**src/rtl/sh7604_arb_pkg.sv**
```systemverilog
// Shared types and helpers for the SH7604 DBUS arbiter family.
// The round-robin search is kept here so wider variants can reuse it.
package sh7604_arb_pkg;

    localparam int NUM_MASTERS = 3;

    typedef logic [1:0] owner_t;

    localparam owner_t OWN_NONE = 2'd3;

    typedef enum logic {
        ST_IDLE  = 1'b0,
        ST_OWNED = 1'b1
    } arb_state_e;

    // First pending master found scanning upward from last+1 (wrapping),
    // or OWN_NONE. A last of OWN_NONE starts the scan at master 0.
    function automatic owner_t next_rr(input logic [2:0] pending, input owner_t last);
        owner_t idx;
        owner_t res;
        res = OWN_NONE;
        idx = (last >= 2'd2) ? 2'd0 : last + 2'd1;
        for (int k = 0; k < NUM_MASTERS; k++) begin
            if ((res == OWN_NONE) && pending[idx]) begin
                res = idx;
            end
            idx = (idx == 2'd2) ? 2'd0 : idx + 2'd1;
        end
        return res;
    endfunction

endpackage

```
**src/rtl/sh7604_dbus_arb_if.sv**
```systemverilog
// Master-side and slave-side DBUS signals of the arbiter, one bundle.
// Handshake: a master raises m_req with its address/data/lanes and holds
// them until it samples its own m_busy=0 on a CE_R edge; that edge is the
// completion. The slave port follows the same rule with s_req/s_busy.
interface sh7604_dbus_arb_if;
    import sh7604_arb_pkg::*;

    logic [31:0]            m_a    [NUM_MASTERS];
    logic [31:0]            m_do   [NUM_MASTERS];
    logic [31:0]            m_di   [NUM_MASTERS];
    logic [3:0]             m_ba   [NUM_MASTERS];
    logic [NUM_MASTERS-1:0] m_we;
    logic [NUM_MASTERS-1:0] m_req;
    logic [NUM_MASTERS-1:0] m_lock;
    logic [NUM_MASTERS-1:0] m_busy;
    logic [NUM_MASTERS-1:0] m_gnt;

    logic [31:0] s_a;
    logic [31:0] s_do;
    logic [31:0] s_di;
    logic [3:0]  s_ba;
    logic        s_we;
    logic        s_req;
    logic        s_lock;
    logic        s_busy;

    // Arbiter view.
    modport slave (
        input  m_a, m_do, m_ba, m_we, m_req, m_lock, s_di, s_busy,
        output m_di, m_busy, m_gnt, s_a, s_do, s_ba, s_we, s_req, s_lock
    );

    // Environment view: the requesting masters and the target.
    modport master (
        output m_a, m_do, m_ba, m_we, m_req, m_lock, s_di, s_busy,
        input  m_di, m_busy, m_gnt, s_a, s_do, s_ba, s_we, s_req, s_lock
    );

endinterface

```
**src/rtl/sh7604_arb_pick.sv**
```systemverilog
// Combinational winner select: fixed priority (lowest index) or
// round-robin starting after the last owner.
module sh7604_arb_pick
    import sh7604_arb_pkg::*;
(
    input  logic [NUM_MASTERS-1:0] req,
    input  logic                   rr_en,
    input  owner_t                 last,
    output logic                   valid,
    output owner_t                 winner
);

    always_comb begin
        winner = OWN_NONE;
        if (rr_en) begin
            winner = next_rr(req, last);
        end else if (req[0]) begin
            winner = 2'd0;
        end else if (req[1]) begin
            winner = 2'd1;
        end else if (req[2]) begin
            winner = 2'd2;
        end
        valid = (winner != OWN_NONE);
    end

endmodule

```
**src/rtl/sh7604_dbus_arb.sv**
```systemverilog
// SH7604 DBUS arbiter: CPU cache side and two DMA channels share one
// slave port, with fixed/round-robin priority and a bounded bus lock.
module sh7604_dbus_arb
    import sh7604_arb_pkg::*;
#(
    parameter int     MAX_LOCK  = 0,
    parameter owner_t RST_OWNER = 2'd0
) (
    input  logic               CLK,
    input  logic               RST_N,
    input  logic               CE_R,
    input  logic               RR_EN,
    sh7604_dbus_arb_if.slave   bus,
    output owner_t             OWNER,
    output arb_state_e         STATE
);

    localparam int CW = (MAX_LOCK < 1) ? 1 : $clog2(MAX_LOCK + 1);
    localparam logic [CW-1:0] CNT_MAX = (MAX_LOCK < 1) ? '1 : CW'(MAX_LOCK);

    arb_state_e state_q, state_d;
    owner_t     owner_q, owner_d;
    owner_t     ptr_q, ptr_d;
    logic [CW-1:0] lcnt_q, lcnt_d;

    logic                   own_req, own_lock;
    logic [NUM_MASTERS-1:0] own_mask, others, pick_req;
    logic                   complete, lock_full, forced, arb;
    logic                   win_valid;
    owner_t                 win;

    always_comb begin
        own_req  = 1'b0;
        own_lock = 1'b0;
        own_mask = '0;
        if (state_q == ST_OWNED) begin
            own_req           = bus.m_req[owner_q];
            own_lock          = bus.m_lock[owner_q];
            own_mask[owner_q] = 1'b1;
        end
        others    = bus.m_req & ~own_mask;
        complete  = CE_R && (state_q == ST_OWNED) && own_req && !bus.s_busy;
        lock_full = (MAX_LOCK != 0) && ((int'(lcnt_q) + 1) >= MAX_LOCK);
        forced    = complete && own_lock && lock_full && (|others);
        arb       = CE_R && ((state_q == ST_IDLE) ||
                             (complete && !own_lock) ||
                             forced ||
                             ((state_q == ST_OWNED) && !own_req && !own_lock));
        // A forced release must hand the bus to someone else.
        pick_req  = forced ? others : bus.m_req;
    end

    sh7604_arb_pick u_pick (
        .req    (pick_req),
        .rr_en  (RR_EN),
        .last   (ptr_q),
        .valid  (win_valid),
        .winner (win)
    );

    always_comb begin
        state_d = state_q;
        owner_d = owner_q;
        ptr_d   = ptr_q;
        lcnt_d  = lcnt_q;
        if (arb) begin
            lcnt_d = '0;
            if (win_valid) begin
                state_d = ST_OWNED;
                owner_d = win;
                ptr_d   = win;
            end else begin
                state_d = ST_IDLE;
                owner_d = OWN_NONE;
            end
        end else if (complete && (lcnt_q != CNT_MAX)) begin
            // Only locked completions reach here; unlocked ones arbitrate.
            lcnt_d = lcnt_q + CW'(1);
        end
    end

    always_ff @(posedge CLK) begin
        if (!RST_N) begin
            state_q <= ST_IDLE;
            owner_q <= OWN_NONE;
            ptr_q   <= RST_OWNER;
            lcnt_q  <= '0;
        end else begin
            state_q <= state_d;
            owner_q <= owner_d;
            ptr_q   <= ptr_d;
            lcnt_q  <= lcnt_d;
        end
    end

    always_comb begin
        logic g;
        bus.s_a    = '0;
        bus.s_do   = '0;
        bus.s_ba   = '0;
        bus.s_we   = 1'b0;
        bus.s_req  = 1'b0;
        bus.s_lock = 1'b0;
        if (state_q == ST_OWNED) begin
            bus.s_a    = bus.m_a[owner_q];
            bus.s_do   = bus.m_do[owner_q];
            bus.s_ba   = bus.m_ba[owner_q];
            bus.s_we   = bus.m_we[owner_q];
            bus.s_req  = bus.m_req[owner_q];
            bus.s_lock = bus.m_lock[owner_q];
        end
        for (int i = 0; i < NUM_MASTERS; i++) begin
            g              = (state_q == ST_OWNED) && (owner_q == owner_t'(i));
            bus.m_di[i]    = bus.s_di;
            bus.m_gnt[i]   = g;
            bus.m_busy[i]  = g ? bus.s_busy : bus.m_req[i];
        end
    end

    assign OWNER = owner_q;
    assign STATE = state_q;

endmodule

```
**src/flat_wrapper.sv**
```systemverilog
// flat-port wrapper written by rule: the top's interface ports become plain ports
module sh7604_dbus_arb_flat import sh7604_arb_pkg::*;
#(
    parameter int     MAX_LOCK  = 0,
    parameter owner_t RST_OWNER = 2'd0
)
  (CLK, RST_N, CE_R, RR_EN, OWNER, STATE, bus_m_a, bus_m_do, bus_m_ba, bus_m_we, bus_m_req, bus_m_lock, bus_s_di, bus_s_busy, bus_m_di, bus_m_busy, bus_m_gnt, bus_s_a, bus_s_do, bus_s_ba, bus_s_we, bus_s_req, bus_s_lock);
  sh7604_dbus_arb_if bus_i ();
  input  logic CLK;
  input  logic RST_N;
  input  logic CE_R;
  input  logic RR_EN;
  output owner_t OWNER;
  output arb_state_e STATE;
  input wire logic [$bits(bus_i.m_a)-1:0] bus_m_a;
  input wire logic [$bits(bus_i.m_do)-1:0] bus_m_do;
  input wire logic [$bits(bus_i.m_ba)-1:0] bus_m_ba;
  input wire logic [$bits(bus_i.m_we)-1:0] bus_m_we;
  input wire logic [$bits(bus_i.m_req)-1:0] bus_m_req;
  input wire logic [$bits(bus_i.m_lock)-1:0] bus_m_lock;
  input wire logic [$bits(bus_i.s_di)-1:0] bus_s_di;
  input wire logic [$bits(bus_i.s_busy)-1:0] bus_s_busy;
  output wire logic [$bits(bus_i.m_di)-1:0] bus_m_di;
  output wire logic [$bits(bus_i.m_busy)-1:0] bus_m_busy;
  output wire logic [$bits(bus_i.m_gnt)-1:0] bus_m_gnt;
  output wire logic [$bits(bus_i.s_a)-1:0] bus_s_a;
  output wire logic [$bits(bus_i.s_do)-1:0] bus_s_do;
  output wire logic [$bits(bus_i.s_ba)-1:0] bus_s_ba;
  output wire logic [$bits(bus_i.s_we)-1:0] bus_s_we;
  output wire logic [$bits(bus_i.s_req)-1:0] bus_s_req;
  output wire logic [$bits(bus_i.s_lock)-1:0] bus_s_lock;
  assign bus_i.m_a = {>>{bus_m_a}};
  assign bus_i.m_do = {>>{bus_m_do}};
  assign bus_i.m_ba = {>>{bus_m_ba}};
  assign bus_i.m_we = bus_m_we;
  assign bus_i.m_req = bus_m_req;
  assign bus_i.m_lock = bus_m_lock;
  assign bus_i.s_di = bus_s_di;
  assign bus_i.s_busy = bus_s_busy;
  assign bus_m_di = {>>{bus_i.m_di}};
  assign bus_m_busy = bus_i.m_busy;
  assign bus_m_gnt = bus_i.m_gnt;
  assign bus_s_a = bus_i.s_a;
  assign bus_s_do = bus_i.s_do;
  assign bus_s_ba = bus_i.s_ba;
  assign bus_s_we = bus_i.s_we;
  assign bus_s_req = bus_i.s_req;
  assign bus_s_lock = bus_i.s_lock;
  sh7604_dbus_arb #(.MAX_LOCK(MAX_LOCK), .RST_OWNER(RST_OWNER)) u_core (.CLK(CLK), .RST_N(RST_N), .CE_R(CE_R), .RR_EN(RR_EN), .bus(bus_i), .OWNER(OWNER), .STATE(STATE));
endmodule
```
**config.mk**
```make
export PLATFORM = sky130hd
export DESIGN_NAME = sh7604_dbus_arb_flat
export DESIGN_NICKNAME = d
export VERILOG_FILES = /design/src/rtl/sh7604_arb_pkg.sv /design/src/rtl/sh7604_dbus_arb_if.sv /design/src/rtl/sh7604_arb_pick.sv /design/src/rtl/sh7604_dbus_arb.sv /design/src/flat_wrapper.sv
export SDC_FILE = /design/constraint.sdc
export NUM_CORES = 1
export LEC_CHECK = 0
export CAP_MARGIN = 20
export CORE_AREA = 2 2 163 165
export DETAILED_ROUTE_END_ITERATION = 16
export DIE_AREA = 0 0 165 167
export GPL_TIMING_DRIVEN = 0
export PLACE_DENSITY = 0.47
export SETUP_SLACK_MARGIN = 0.02
export SLEW_MARGIN = 25
export SYNTH_ARGS = -nofsm -noshare
export SYNTH_HDL_FRONTEND = slang
export SYNTH_SLANG_ARGS = --single-unit
```
**constraint.sdc**
```tcl
create_clock -name CLK -period 1.7 [get_ports CLK]
set_input_delay 0.255 -clock CLK [delete_from_list [all_inputs] [get_ports CLK]]
set_output_delay 0.255 -clock CLK [all_outputs]
set_load 0.1 [all_outputs]
```
# ---- Word level (Yosys, flattened, before mapping)
# Cells that the tools add are included.
dict set report word_totals {
  reg_bits 5
  in_bits 250
  output_inout_bits 176
  elab_cells 84
}
dict set report op_classes {
  addsub 3
  magnitude_cmp 6
  n_eq_ne 7
  n_mux 44
  bitwise 2
  n_reduce_logical 19
}
# operator n
set ops {}
lappend ops {{$mux W32} 6}
lappend ops {{$bmux W32 S2} 2}
lappend ops {{$mux W2} 12}
lappend ops {{$mux W1} 14}
lappend ops {{$bmux W1 S2} 6}
lappend ops {{$logic_and A1 B1 Y1} 12}
lappend ops {{$lt A2 B3 Y1 const B} 4}
lappend ops {{$mux W4} 3}
lappend ops {{$eq A2 B2 Y1 const B} 5}
lappend ops {{$bmux W4 S2} 1}
lappend ops {{$add A2 B1 Y2 const B} 3}
lappend ops {{$ge A3 B3 Y1 const B} 1}
lappend ops {{$logic_not A1 Y1} 3}
lappend ops {{$not A2 Y3} 1}
lappend ops {{$eq A2 B1 Y1 const B} 1}
lappend ops {{$ge A2 B2 Y1 const B} 1}
lappend ops {{$logic_not A2 Y1} 1}
lappend ops {{$logic_or A1 B1 Y1} 2}
lappend ops {{$ne A2 B2 Y1 const B} 1}
lappend ops {{$reduce_and A2 Y1} 1}
lappend ops {{$not A1 Y1} 1}

# ---- Depth between registers and ports, before layout
# Gate-level depths: netlist of run 1.
dict set report logic_depth {
  ltp_word 16
  depth_mapped 7
  ltp_nobuf 5
}

# ---- Hierarchy
# From an unflattened synthesis of run 1, not the netlist that was laid out.
dict set report hier_totals {
  cells_unflattened 459
  hier_area_um2 3041.7
}
# module instances cells_each area_each_um2 seq_area_each_um2
set by_module_without_submodules {}
lappend by_module_without_submodules {sh7604_dbus_arb 1 451 2984.1 100.1}
lappend by_module_without_submodules {sh7604_arb_pick 1 8 57.6 0.0}

# ---- Worst setup path after synthesis of run 1
# OpenSTA, ideal clock, no wires.
dict set report synth_path {
  kind {register to output}
  startpoint {register u_core.owner_q[1] (netlist: u_core.OWNER[1])}
  endpoint {output port bus_s_a[10]}
  arrival_ps 3359
  path_slack_ps -1914
  path_stages_with_launch 7
  n_path_buf 2
  cell_sequence {dfxtp_1 > buf_2 > inv_1 > nor2_1 > clkbuf_1 > a21oi_1 > nor2b_1}
}
dict set report synth_between {
  elab_chain_cells 5
}
# element line
set synth_rtl {}
lappend synth_rtl {{from (decl)} sh7604_dbus_arb.sv:22} ;# owner_t owner_q, owner_d;
lappend synth_rtl {{from (signal assigned)} sh7604_dbus_arb.sv:90} ;# owner_q <= owner_d;
lappend synth_rtl {{$not A2 Y3 (not written as such)} sh7604_dbus_arb.sv:105} ;# bus.s_a = bus.m_a[owner_q];
lappend synth_rtl {{$bmux W32 S2} sh7604_dbus_arb.sv:105}
lappend synth_rtl {{$mux W32 (not written as such) (2 in a row)} sh7604_dbus_arb.sv:105}
lappend synth_rtl {{$mux W32} sh7604_dbus_arb.sv:104} ;# if (state_q == ST_OWNED) begin
lappend synth_rtl {{to (decl)} flat_wrapper.sv:26} ;# output wire logic [$bits(bus_i.s_a)-1:0] bus_s_a;
# Every way passes these cells. The select of a mux whose other input is x is not followed.

# ---- Worst setup path after layout of run 1
dict set report layout_path {
  startpoint {register u_core.owner_q[0] (netlist: u_core.OWNER[0])}
  endpoint {output port bus_s_do[30]}
}
dict set report layout_between {
  elab_chain_cells 5
}
# element line
set layout_rtl {}
lappend layout_rtl {{$not A2 Y3 (not written as such)} sh7604_dbus_arb.sv:106} ;# bus.s_do = bus.m_do[owner_q];
lappend layout_rtl {{$bmux W32 S2} sh7604_dbus_arb.sv:106}
lappend layout_rtl {{$mux W32 (not written as such) (2 in a row)} sh7604_dbus_arb.sv:106}
lappend layout_rtl {{$mux W32} sh7604_dbus_arb.sv:104}
lappend layout_rtl {{to (decl)} flat_wrapper.sv:27} ;# output wire logic [$bits(bus_i.s_do)-1:0] bus_s_do;
# Every way passes these cells. The select of a mux whose other input is x is not followed.

==> qor.txt, run 1 <==
run status: complete, but fails checks
violated checks: setup timing
Clock transition at path regs: 30 ps
synthesized area per cell: 6.61 um2
PwrDens: 468 nW/um2
area of placed instances: 7950 um2
number of global-route vias before repair: 4799
CTS Sinks: 5
Final Skew: 3.03 ps
Hold Crit Start: u_core.ptr_q[0]
largest area contributor in the netlist: buf_4
most frequent cells after synthesis: buf_4, nor2_1, nor2b_1
sw frac: 53.4%
Crit Path Class: reg -> out
Max Root-Sink Buffers: 2
GRT Residual Overflow: 0
H-tree lvl count: 1
period utilization: 114%
Worst Tran Pin Value: 989 ps
Hold-fix buffers, CTS: 0
Yosys top cell area share: 24.3%
final wirelength: 20400 um
Static Leak: 4.71 nW
Clock power frac: 8.5%
port bufs: 393
Area Overhead vs Synth: 234%
Fmax achieved: 516 MHz
combinational share of power: 88.4%
#FFs+latches synth: 5
sequential area share after synthesis: 3.38%
fin area: 9890 um2
Routed Antenna Nets: 0
crit path cell chain: buf_12, nor2_4, buf_12, buf_12, buf_6, a21oi_2, nor2b_4, buf_12
Reg-to-Reg End: u_core.OWNER[1]
dpl ws: -1260 ps
most used cell along the critical path: buf_12
Worst-Skew Late Latency: 230 ps
CTS tree: yes
FP Rows: 59
via count: 4540
max_cap viols: 0
I/O pins: 426
DP Wirelength: 16400 um
synthesis warning total: 0
crit path DAT: 1680 ps
global-route wire length before repair: 27600 um
fraction of layout cells with a size suffix above 1: 49.2%
Final setup viols: 75
Mapped Area: 2960 um2
drt first pass iters: 4
Rel. slew slack: 33.9%
final number of hold-violating endpoints: 0
Internal: 0.00216 W
Mapped Nets: 698
Critical Path End Type: primary output
VDD IR-drop max: 0.250 mV
via/cell ratio: 3.78
FF-to-FF Start: u_core.OWNER[1]
Avg WL per Cell: 17.0 um
slowest cell on the critical path: dfxtp_4
Fill cells: 2604
Die Y: 167 um
flop2flop setup slack: 40 ps
fin nets: 1116
largest net degree at the start of global routing: 11
CP Max Fanout: 5
Final TNS setup: -14320 ps
Initial Utilization: 11.5%
crit-path max cell delay: 370 ps
DR iter-0 viols: 68
Setup crit start kind: register
r2r worst-path depth: 7
DRC: 0
Slew Viols, Final: 0
RSZ-0062 raised after global routing: true
Tmin final: 1940 ps
total global-route track usage: 13.1%
Num CTS Buffers: 3
main flop type after synthesis: dfxtp_1
Post-synth ARST share: 0%
CP required: 1440 ps
fin cells: 1200
die width: 165 um
core region area: 25800 um2
gpl congestion: 0.767
initial antenna violation count: 1
most frequent cell after synthesis: buf_4
Synth area leaders: buf_4, mux2i_1, nor2b_1
WHS Endpoint: u_core.ptr_q[0]
sequential share of power: 3.1%
Final WS setup: -237 ps
clock root cell: clkbuf_16
Switch Pwr: 0.00247 W
Cells after DPL: 1176
die area: 27600 um2
distinct cell type count of the synthesized netlist: 31
Synth Instances: 448
Ant. Diodes: 0
HP Class: reg -> reg
hold path cells: 2
EDFF count, synth: 0
==> registers in the layout (all words and copies together), names as in the netlist <==
signal	cells
u_core.OWNER	2
u_core.ptr_q	2
u_core.STATE	1
==> metrics by stage <==
step	hold slack [ps]	power (W)	util, %
after CTS	479	0.00437	34.5
final	484	0.00462	38.4
after detailed placement	475	0.00366	30.8
after global routing	511	0.00480	38.4
after floorplan	330	0.00258	-
after global placement	457	0.00366	30.8
==> power groups by stage <==
stage	sequential (W)	combinational, W	clock, W
after floorplan	0.000181	0.00240	0
after global placement	0.000140	0.00352	0
after detailed placement	0.000141	0.00352	0
after CTS	0.000141	0.00383	0.000399
final	0.000141	0.00409	0.000393
after global routing	0.000143	0.00425	0.000410
==> metal layers <==
metal  global-route usage (%)  wire length [um]  vias up
met4                     1.66                99        2
met2                     25.8             11100      221
met5                        0                13        -
met3                     3.41              1860        8
li1                         -                 -     2225
met1                     14.0              7290     2084
==> critical path: cells and delay by family (launching register included) <==
family | cells | cell delay (ps)
buffers and inverters | 5 | 730
flip-flops | 1 | 370
AND/OR/NAND/NOR | 2 | 280
AO/OA/AOI/OAI | 1 | 60
==> kinds of logic after synthesis <==
group                  share of synthesized area [%]
multiplexers                                    25.3
flip-flops                                      3.38
AO/OA/AOI/OAI                                   14.7
AND/OR/NAND/NOR                                 27.3
buffers and inverters                           29.3
==> how the worst max path moves through the flow <==
stage	start	endpoint	slack (ps)	cells past startpoint
2_1_floorplan	u_core.OWNER[0]	bus_s_a[10]	-310	6
3_3_place_gp	u_core.OWNER[1]	bus_s_lock	-1280	8
3_5_place_dp	u_core.OWNER[1]	bus_s_lock	-1260	8
4_1_cts	u_core.OWNER[0]	bus_s_a[2]	-300	7
5_1_grt	u_core.OWNER[0]	bus_s_lock	-300	8
6_report	u_core.OWNER[0]	bus_s_do[30]	-240	8
==> timing repair <==
item	CTS	global route
pin swaps	5	13
cloned	0	9
gates resized for setup	775	191
endpoints found under the setup margin	180	153
setup buffers	1	10
==> layout by cell type (no fill, tap or decap), types with 8 or more instances in the layout <==
| cell | count |
|---|---|
| a21oi_2 | 61 |
| a21oi_4 | 8 |
| buf_12 | 89 |
| buf_4 | 127 |
| clkbuf_16 | 12 |
| clkdlybuf4s50_1 | 214 |
| dlymetal6s2s_1 | 73 |
| mux2i_1 | 60 |
| nor2_1 | 66 |
| nor2b_4 | 70 |
==> area by class of cell <==
| cell class | count | area, um2 | area share, % |
|---|---|---|---|
| plain buffers | 127 | 1140 | 11.5 |
| clock buffers | 4 | 78.8 | 0.797 |
| inverters | 4 | 23.8 | 0.240 |
| multi-input cells | 312 | 2980 | 30.2 |
| flip-flops and latches | 5 | 111 | 1.13 |
| well taps | 335 | 419 | 4.24 |
| repair buffers | 413 | 5130 | 51.9 |
No activity file was read; power rests on OpenSTA's default activity.
==> inputs of run 2 (changes only) <==
PLACE_DENSITY = 0.42   (was 0.47)
==> qor.txt, run 2 (same netlist as run 1, synthesis figures left out) <==
run status: complete, but fails checks
violated checks: setup timing
post-layout util: 38.8% (+0.38 points)
Hold-fix buffers, CTS: 0 (unchanged)
Static Leak: 4.26 nW (-9.7%)
core region area: 25800 um2 (unchanged)
gpl congestion: 0.742 (-3.3%)
GRT Residual Overflow: 0 (unchanged)
Tmin final: 1960 ps (+24.5 ps)
critical path depth in cells: 8 (unchanged)
DP Wirelength: 17000 um (+3.7%)
Worst-Skew Late Latency: 230 ps (about the same)
number of buffers and inverters on the critical path: 4 (-1)
total global-route track usage: 14.2% (+1.1 points)
Clock transition at path regs: 30 ps (about the same)
Rel. slew slack: 32.0% (-2.0 points)
Final WS setup: -262 ps (-24.5 ps)
period utilization: 115% (+1.4 points)
Power, Total: 0.00467 W (+1.0%)
routed length on met3: 1880 um (+1.1%)
dpl ws: -1290 ps (-25.9 ps)
VDD IR-drop max: 0.216 mV (-14%)
flop2flop setup slack: -100 ps (-140 ps)
Area Overhead vs Synth: 237%
WHS Endpoint: u_core.ptr_q[0]
drt first pass iters: 4 (unchanged)
Crit Path Class: reg -> out
max_cap viols: 0 (unchanged)
met2 wire len: 11400 um (+2.7%)
Final Skew: 0.575 ps (-2.46 ps)
I/O pins: 426 (unchanged)
Hold WS: 474 ps (-9.85 ps)
initial antenna violation count: 0 (-1)
final wirelength: 21400 um (+5.1%)
via/cell ratio: 3.78 (about the same)
global-route wire length before repair: 29700 um (+7.7%)
Critical Path End Type: primary output
HP Class: reg -> reg
r2r worst-path depth: 7 (unchanged)
Num CTS Buffers: 3 (unchanged)
slowest cell on the critical path: dfxtp_4
Hold Crit Start: u_core.ptr_q[0]
FF-to-FF Start: u_core.OWNER[0]
DRC: 0 (unchanged)
fraction of layout cells with a size suffix above 1: 49.3% (+0.067 points)
largest net degree at the start of global routing: 11 (unchanged)
multi-input logic area: 3250 um2 (+8.9%)
number of global-route vias before repair: 4859 (+1.3%)
most common cell after layout, fill and taps aside: clkdlybuf4s50_1
FP Rows: 59 (unchanged)
Final setup viols: 78 (+4.0%)
wl on met1: 7910 um (+8.5%)
die area: 27600 um2 (unchanged)
clock root cell: clkbuf_16
Fmax achieved: 510 MHz (-1.2%)
port bufs: 393 (unchanged)
commonest non-fill, non-tap cells in the layout: clkdlybuf4s50_1, buf_4, dlygate4sd2_1
final number of hold-violating endpoints: 0 (unchanged)
CTS Sinks: 5 (unchanged)
H-tree lvl count: 1 (unchanged)
Reg-to-Reg End: u_core.OWNER[0]
via count: 4581 (+0.90%)
crit path DAT: 1710 ps (+30 ps)
Worst Tran Pin Value: 1020 ps (+35.2 ps)
register area: 111 um2 (unchanged)
Max Root-Sink Buffers: 2 (unchanged)
hold path cells: 2 (unchanged)
Setup crit start kind: register
area of placed instances: 7950 um2 (unchanged)
die width: 165 um (unchanged)
Slew Viols, Final: 0 (unchanged)
fin nets: 1127 (+0.99%)
CP Max Fanout: 8 (+3)
Fill cells: 2645 (+1.6%)
most used cell along the critical path: buf_12
Top Metal Used: met4
Avg WL per Cell: 17.7 um (+4.1%)
CP required: 1440 ps (about the same)
Initial Utilization: 11.5% (unchanged)
cell family with most CP delay: buffers and inverters
crit-path max cell delay: 370 ps (about the same)
PwrDens: 468 nW/um2 (about the same)
RSZ-0062 raised after global routing: true
Ant. Diodes: 0 (unchanged)
Routed Antenna Nets: 0 (unchanged)
crit path cell chain: buf_16, nor2_4, buf_12, buf_12, nand2_1, o21ai_1, and2_4, buf_12
DR iter-0 viols: 93 (+37%)
CTS tree: yes
Die Y: 167 um (unchanged)
fin area: 9980 um2 (+0.99%)
-- run 2: report_power, final --
| part | switching [W] | internal [W] | leakage [nW] | total (W) |
|---|---|---|---|---|
| Clock | 0.0000747 | 0.000310 | 0.0382 | 0.000385 |
| Sequential | 0.0000119 | 0.000128 | 0.0421 | 0.000140 |
| Combinational | 0.00244 | 0.00171 | 4.18 | 0.00415 |
-- run 2: cell type report --
type	count	share of cell area [%]
Buffer	126	11.3
Clock buffer	4	0.789
Inverter	4	0.188
Multi-Input combinational cell	312	32.5
Sequential cell	5	1.12
Tap cell	335	4.20
Timing Repair Buffer	425	49.9
-- run 2: per-layer routing --
layer	GRT usage, %	vias up
met3	3.74	12
met5	0	-
met4	2.16	0
met1	15.2	2096
met2	27.6	226
li1	-	2247
-- run 2: how the worst max path moves through the flow --
stage               startpoint      endpoint
4_1_cts        u_core.OWNER[0]    bus_s_lock
6_report       u_core.OWNER[0]    bus_s_lock
3_3_place_gp   u_core.OWNER[0]  bus_s_do[29]
5_1_grt        u_core.OWNER[0]   bus_s_do[6]
3_5_place_dp   u_core.OWNER[0]  bus_s_do[29]
2_1_floorplan  u_core.OWNER[0]   bus_s_a[10]
-- run 2: repair_timing --
action | 4_1_cts | 5_1_grt
resized for setup | 939 | 72
gates cloned | 5 | 4
buffers inserted | 15 | 10
pin swaps | 18 | 25
endpoints found under the setup margin | 180 | 80
-- run 2: tightest hold or removal path, cell delays in order (launching register included) --
cell and delay [ps]:
dfxtp_1 280, inv_1 70, a211oi_2 60
-- run 2: through the flow --
stage	instances	TNS, ps
after CTS	1200	-18670
final	1211	-15210
after global routing	1211	-20460
after floorplan	448	-21620
after detailed placement	1176	-88220
after global placement	1176	-87670
